File: config.mk
export PLATFORM = sky130hd
export DESIGN_NAME = hc153_tdm_demux
export DESIGN_NICKNAME = d
export VERILOG_FILES = /design/src/rtl/hc153_tdm_demux.sv
export SDC_FILE = /design/constraint.sdc
export NUM_CORES = 1
export LEC_CHECK = 0
export CAP_MARGIN = 30
export CORE_MARGIN = 1.5
export CORE_UTILIZATION = 40
export CTS_BUF_LIST = sky130_fd_sc_hd__clkbuf_4 sky130_fd_sc_hd__clkbuf_8 sky130_fd_sc_hd__clkbuf_16
export DETAILED_ROUTE_END_ITERATION = 8
export HOLD_SLACK_MARGIN = 0.12
export PLACE_DENSITY = 0.66
export REMOVE_ABC_BUFFERS = 1
export SLEW_MARGIN = 20
export SYNTH_ARGS = -nofsm -noshare
export SYNTH_HDL_FRONTEND = slang
export SYNTH_SLANG_ARGS = --single-unit
File: constraint.sdc
create_clock -name CLK -period 1.5 [get_ports CLK]
set_input_delay 0.15 -clock CLK [delete_from_list [all_inputs] [get_ports CLK]]
set_output_delay 0.15 -clock CLK [all_outputs]
set_load 0.005 [all_outputs]
File: src/rtl/hc153_tdm_demux.sv
// Time-division receiver for a dual 4-to-1 mux link: scans slot selects, captures both lanes, publishes 4-bit frames.
// Optional macro HC153_TDM_VOTE_EN: each lane bit becomes a 2-of-3 majority over the last three dwell clocks.
module hc153_tdm_demux #(
    parameter int DWELL = 4
) (
    input  logic       CLK,
    input  logic       RST,
    input  logic       RUN,
    input  logic       D1,
    input  logic       D2,
    input  logic       E1N,
    input  logic       E2N,
    input  logic       ACK,
    output logic       S1,
    output logic       S2,
    output logic [0:3] Q1,
    output logic [0:3] Q2,
    output logic       FV,
    output logic       OVR,
    output logic       BUSY
);

    localparam int CW = (DWELL > 1) ? $clog2(DWELL) : 1;
    localparam logic [CW-1:0] CNT_ZERO = {CW{1'b0}};
    localparam logic [CW-1:0] CNT_ONE  = CW'(1);
    localparam logic [CW-1:0] CNT_LAST = CW'(DWELL - 1);

    localparam logic [0:0] ST_IDLE = 1'b0;
    localparam logic [0:0] ST_SCAN = 1'b1;

    generate
        if (DWELL < 1) begin : g_dwell_min
            $error("hc153_tdm_demux: DWELL must be at least 1");
        end
    endgenerate

    logic [0:0]    state_r, state_n;
    logic [CW-1:0] cnt_r, cnt_n;
    logic [1:0]    slot_r, slot_n;
    logic [0:2]    sh1_r, sh1_n, sh2_r, sh2_n;
    logic [0:3]    q1_r, q1_n, q2_r, q2_n;
    logic          fv_r, fv_n, ovr_r, ovr_n, busy_r, busy_n;
    logic          sample_s, publish_s, bit1_s, bit2_s;

    assign sample_s  = (state_r == ST_SCAN) && (cnt_r == CNT_LAST);
    assign publish_s = sample_s && (slot_r == 2'd3);

`ifdef HC153_TDM_VOTE_EN
    localparam logic [CW-1:0] CNT_VOTE0 = CW'(DWELL - 3);
    localparam logic [CW-1:0] CNT_VOTE1 = CW'(DWELL - 2);

    generate
        if (DWELL < 3) begin : g_dwell_vote
            $error("hc153_tdm_demux: DWELL must be at least 3 with majority voting");
        end
    endgenerate

    function automatic logic maj3(input logic a, input logic b, input logic c);
        return (a & b) | (a & c) | (b & c);
    endfunction

    logic vote1a_r, vote1b_r, vote2a_r, vote2b_r;

    // Early vote samples, taken two and one clocks ahead of the final sample.
    always_ff @(posedge CLK or posedge RST) begin
        if (RST) begin
            vote1a_r <= 1'b0;
            vote1b_r <= 1'b0;
            vote2a_r <= 1'b0;
            vote2b_r <= 1'b0;
        end else if (state_r == ST_SCAN) begin
            if (cnt_r == CNT_VOTE0) begin
                vote1a_r <= D1;
                vote2a_r <= D2;
            end
            if (cnt_r == CNT_VOTE1) begin
                vote1b_r <= D1;
                vote2b_r <= D2;
            end
        end
    end

    assign bit1_s = maj3(vote1a_r, vote1b_r, D1) & ~E1N;
    assign bit2_s = maj3(vote2a_r, vote2b_r, D2) & ~E2N;
`else
    assign bit1_s = D1 & ~E1N;
    assign bit2_s = D2 & ~E2N;
`endif

    // Next-state: slot scan, shadow capture, atomic publish and handshake.
    always_comb begin
        state_n = state_r;
        cnt_n   = cnt_r;
        slot_n  = slot_r;
        sh1_n   = sh1_r;
        sh2_n   = sh2_r;
        q1_n    = q1_r;
        q2_n    = q2_r;
        fv_n    = fv_r;
        ovr_n   = ovr_r;

        case (state_r)
            ST_IDLE: begin
                cnt_n  = CNT_ZERO;
                slot_n = 2'd0;
                if (RUN) begin
                    state_n = ST_SCAN;
                end else begin
                    state_n = ST_IDLE;
                end
            end
            ST_SCAN: begin
                if (sample_s) begin
                    cnt_n  = CNT_ZERO;
                    slot_n = slot_r + 2'd1;
                    if (publish_s && !RUN) begin
                        state_n = ST_IDLE;
                    end else begin
                        state_n = ST_SCAN;
                    end
                end else begin
                    cnt_n   = cnt_r + CNT_ONE;
                    state_n = ST_SCAN;
                end
            end
            default: begin
                state_n = ST_IDLE;
                cnt_n   = CNT_ZERO;
                slot_n  = 2'd0;
            end
        endcase

        if (sample_s) begin
            case (slot_r)
                2'd0: begin
                    sh1_n[0] = bit1_s;
                    sh2_n[0] = bit2_s;
                end
                2'd1: begin
                    sh1_n[1] = bit1_s;
                    sh2_n[1] = bit2_s;
                end
                2'd2: begin
                    sh1_n[2] = bit1_s;
                    sh2_n[2] = bit2_s;
                end
                default: begin
                    sh1_n = sh1_r;
                    sh2_n = sh2_r;
                end
            endcase
        end else begin
            sh1_n = sh1_r;
            sh2_n = sh2_r;
        end

        // An unacknowledged frame being overwritten is the only overrun case.
        if (publish_s) begin
            q1_n = {sh1_r, bit1_s};
            q2_n = {sh2_r, bit2_s};
            fv_n = 1'b1;
            if (fv_r && !ACK) begin
                ovr_n = 1'b1;
            end else begin
                ovr_n = ovr_r;
            end
        end else if (fv_r && ACK) begin
            fv_n  = 1'b0;
            ovr_n = 1'b0;
        end else begin
            fv_n  = fv_r;
            ovr_n = ovr_r;
        end

        busy_n = (state_n == ST_SCAN);
    end

    // State and output registers.
    always_ff @(posedge CLK or posedge RST) begin
        if (RST) begin
            state_r <= ST_IDLE;
            cnt_r   <= CNT_ZERO;
            slot_r  <= 2'd0;
            sh1_r   <= 3'b000;
            sh2_r   <= 3'b000;
            q1_r    <= 4'b0000;
            q2_r    <= 4'b0000;
            fv_r    <= 1'b0;
            ovr_r   <= 1'b0;
            busy_r  <= 1'b0;
        end else begin
            state_r <= state_n;
            cnt_r   <= cnt_n;
            slot_r  <= slot_n;
            sh1_r   <= sh1_n;
            sh2_r   <= sh2_n;
            q1_r    <= q1_n;
            q2_r    <= q2_n;
            fv_r    <= fv_n;
            ovr_r   <= ovr_n;
            busy_r  <= busy_n;
        end
    end

    assign S1   = slot_r[1];
    assign S2   = slot_r[0];
    assign Q1   = q1_r;
    assign Q2   = q2_r;
    assign FV   = fv_r;
    assign OVR  = ovr_r;
    assign BUSY = busy_r;

endmodule

==> flow_metrics.py, run 1 <==
metrics = {
    "pwr": {
        "power_density_nw_per_um2": 1772,
        "leakage_nw": 0.5431,
        "vdd_drop_max_mv": 0.9044,
        "finalPower_mw": 2.082,
    },
    "worst_setup_path": {
        "rrSetupSlack_ps": 150,
        "cpMaxStageDelayCell": "clkdlybuf4s50_1",
        "r2r-start": "slot_r[1]$_DFFE_PP0P_",
        "path_class": "flip-flop to output pin",
        "max_stage_delay_ps": 530,
        "required_ps": 1350,
        "cp_top_family": "buffers and inverters",
        "crit_buf_inv": 1,
        "crit_path_cell_trace": "clkdlybuf4s50_1",
        "critPathLaunchType": "flip-flop",
        "arrival_ps": 1270,
        "worstPathMaxFanout": 9,
        "rr_worst_depth": 3,
        "r2r_end": "Q2[0]$_DFFE_PP0N_",
        "endpoint_kind": "output pin",
    },
    "detailed_routing": {
        "drtPass1Iterations": 3,
        "via_per_inst": 4.675,
        "drc": 0,
        "wire_per_inst_um": 11.53,
        "drt-total-wl_um": 1453,
        "dr.first_iter.drc_count": 10,
        "via_count": 589,
        "ant_nets": 0,
    },
    "clock_tree": {
        "htreeDepth": 1,
        "cts_tree": "built",
        "root_buffer": "clkbuf_4",
        "cts.clk_slew.worst_paths_ps": 110,
        "cts_sinks": 21,
        "clk_path_buf_depth": 2,
        "insertion_delay_ps": 290,
        "cts_made_buffers": 3,
        "hold_buffers": 0,
    },
    "logic_synthesis": {
        "synth-seq-cells": 21,
        "ys_types": 19,
        "yosysSeqAreaShare": 0.5730,
        "avgSynthCellArea_um2": 12.39,
        "syn_inst": 74,
        "netlist_area_um2": 917.1,
        "synth_top_cell_area_share": 0.5730,
        "yosys.area.top_type": "dfrtp_1",
        "synth_area_leaders": "dfrtp_1 57%, ha_1 6.8%, mux2_4 6.5%",
        "yosys_warnings": 0,
    },
    "floorplan": {
        "die_y_um": 50.89,
        "dieArea_um2": 2589,
        "core_area_um2": 2191,
        "initial_utilization": 0.4186,
        "pin_count": 21,
        "die_w_um": 50.89,
        "rows": 17,
    },
    "grt": {
        "grt-ovfl-total": 0,
        "antenna_found_initial": 0,
        "grt_pass1_vias": 618,
        "grt_pass1_wl_um": 2718,
        "grt_max_degree": 22,
        "grt_use_total": 0.1433,
    },
    "place": {
        "hpwl_um": 1127,
        "placed_cells": 121,
        "place_congestion": 0.6802,
        "dp_slack_ps": 144.2,
        "postPlaceCellArea_um2": 1134,
        "numPortBuffers": 20,
    },
    "layout": {
        "diodes": 0,
        "instances_no_fill": 126,
        "drive_above_1_share": 0.1735,
        "nFillCells": 207,
        "nets": 112,
        "area_growth_pct": 28.10,
        "stdcell_area_um2": 1175,
        "final_util": 0.5363,
    },
    "timing": {
        "slew_viol_final": 0,
        "fin_setup_tns_ps": 0,
        "rsz0062_at_grt": "false",
        "finalCritPeriodShare": 0.9492,
        "min_period_ps": 1424,
        "fin_ws_ps": 76.18,
        "slew_headroom": 0.8275,
        "fmax_mhz": 702.3,
        "whs_ps": 179.2,
        "clock_skew_ps": 2.948,
        "finalHoldViolCount": 0,
        "setup_viol": 0,
        "worst_pin_slew_ps": 258.8,
    },
    "job": {
        "max_cap_viol_count": 0,
    },
    "status": {
        "status": "completed",
    },
    "min_path": {
        "min_path_type": "input pin to async pin",
    },
}
worst register-to-register path, cell delays in order, from the launching register on:
cell and delay [ps]:
dfrtp_2 450, ha_1 260, nand3_4 180, mux2_2 360
sequential cells by signal, indices dropped and copies added, names as in the netlist:
| signal | cells |
|---|---|
| OVR | 1 |
| FV | 1 |
| Q1 | 4 |
| slot_r | 2 |
| sh1_r | 3 |
| cnt_r | 2 |
| Q2 | 4 |
| BUSY | 1 |
| sh2_r | 3 |
worst max path at each step:
stage | slack (ps) | cells after the start | from | to
2_1_floorplan | 190 | 3 | cnt_r[0]$_DFF_PP0_ | Q1[1]$_DFFE_PP0N_
3_3_place_gp | 210 | 3 | slot_r[1]$_DFFE_PP0P_ | Q2[0]$_DFFE_PP0N_
3_5_place_dp | 140 | 3 | slot_r[1]$_DFFE_PP0P_ | Q2[0]$_DFFE_PP0N_
4_1_cts | 30 | 1 | BUSY$_DFF_PP0_ | BUSY
5_1_grt | 30 | 1 | BUSY$_DFF_PP0_ | BUSY
6_report | 80 | 1 | BUSY$_DFF_PP0_ | BUSY
power by group:
part | total [mW] | switching (mW) | leakage (nW) | internal (mW)
registers | 0.974 | 0.161 | 0.260 | 0.813
logic | 0.833 | 0.310 | 0.264 | 0.523
clock network | 0.275 | 0.153 | 0.0184 | 0.121
cell families (layout without fill, tap and decap cells):
| family | after synthesis | after routing | synth area share |
|---|---|---|---|
| adders and majority gates | 5 | 5 | 0.06821 |
| and+or+nand+nor | 19 | 19 | 0.1173 |
| DFF | 21 | 21 | 0.5730 |
| muxes | 7 | 7 | 0.1010 |
| AOI/OAI and AO/OA | 13 | 13 | 0.07366 |
| xor gates and xnor gates | 1 | 1 | 0.009552 |
| buffers and inverters | 8 | 32 | 0.05730 |
area by class of cell:
cell class / instances / area [um^2] / share of cell area
multi-input combinational: 45 / 339.1 / 0.2886
timing repair buffer: 23 / 222.7 / 0.1896
tap: 28 / 35.03 / 0.02982
clock buffer: 4 / 30.03 / 0.02556
inverter: 5 / 18.77 / 0.01597
sequential: 21 / 529.3 / 0.4505
metal layers:
layer  GRT usage  vias up  share of wire
met1      0.1845      275           0.47
li1            -      295              -
met4     0.06757        0              0
met5           0        -              0
met2      0.2325       19           0.48
met3     0.02924        0          0.052
repair_timing:
action / 4_1_cts / 5_1_grt
pin swaps: 0 / 0
resized for setup: 1 / 2
buffers inserted: 0 / 1
endpoints found under the setup margin: 1 / 3
cell usage after synthesis:
cell	count
dfrtp_1	21
o21ai_0	11
nand2_1	9
ha_1	5
inv_1	5
mux2_4	4
buf_6	3
nand3_1	3
mux2_2	2
nand2b_1	2
a21o_1	1
a21oi_1	1
and2_1	1
and3b_1	1
mux2i_1	1
nand3_4	1
nor2b_1	1
nor3b_1	1
xor2_1	1
layout by cell type (no fill, tap or decap), drive strengths merged:
cell | Yosys | layout
and3b | 1 | 1
ha | 5 | 5
dfrtp | 21 | 21
o21ai | 11 | 11
clkbuf | 0 | 4
nand2b | 2 | 2
a21o | 1 | 1
mux2i | 1 | 1
nand3 | 4 | 4
mux2 | 6 | 6
nor3b | 1 | 1
xor2 | 1 | 1
inv | 5 | 5
nor2b | 1 | 1
a21oi | 1 | 1
buf | 3 | 3
and2 | 1 | 1
nand2 | 9 | 9
clkdlybuf4s50 | 0 | 20
Power figures use the tool's default switching activity.
==> run 2: changes to the inputs <==
CAP_MARGIN = 20   (was 30)
==> results of run 2 <==
Final layout, timing and power as in run 1 (identical DEF).
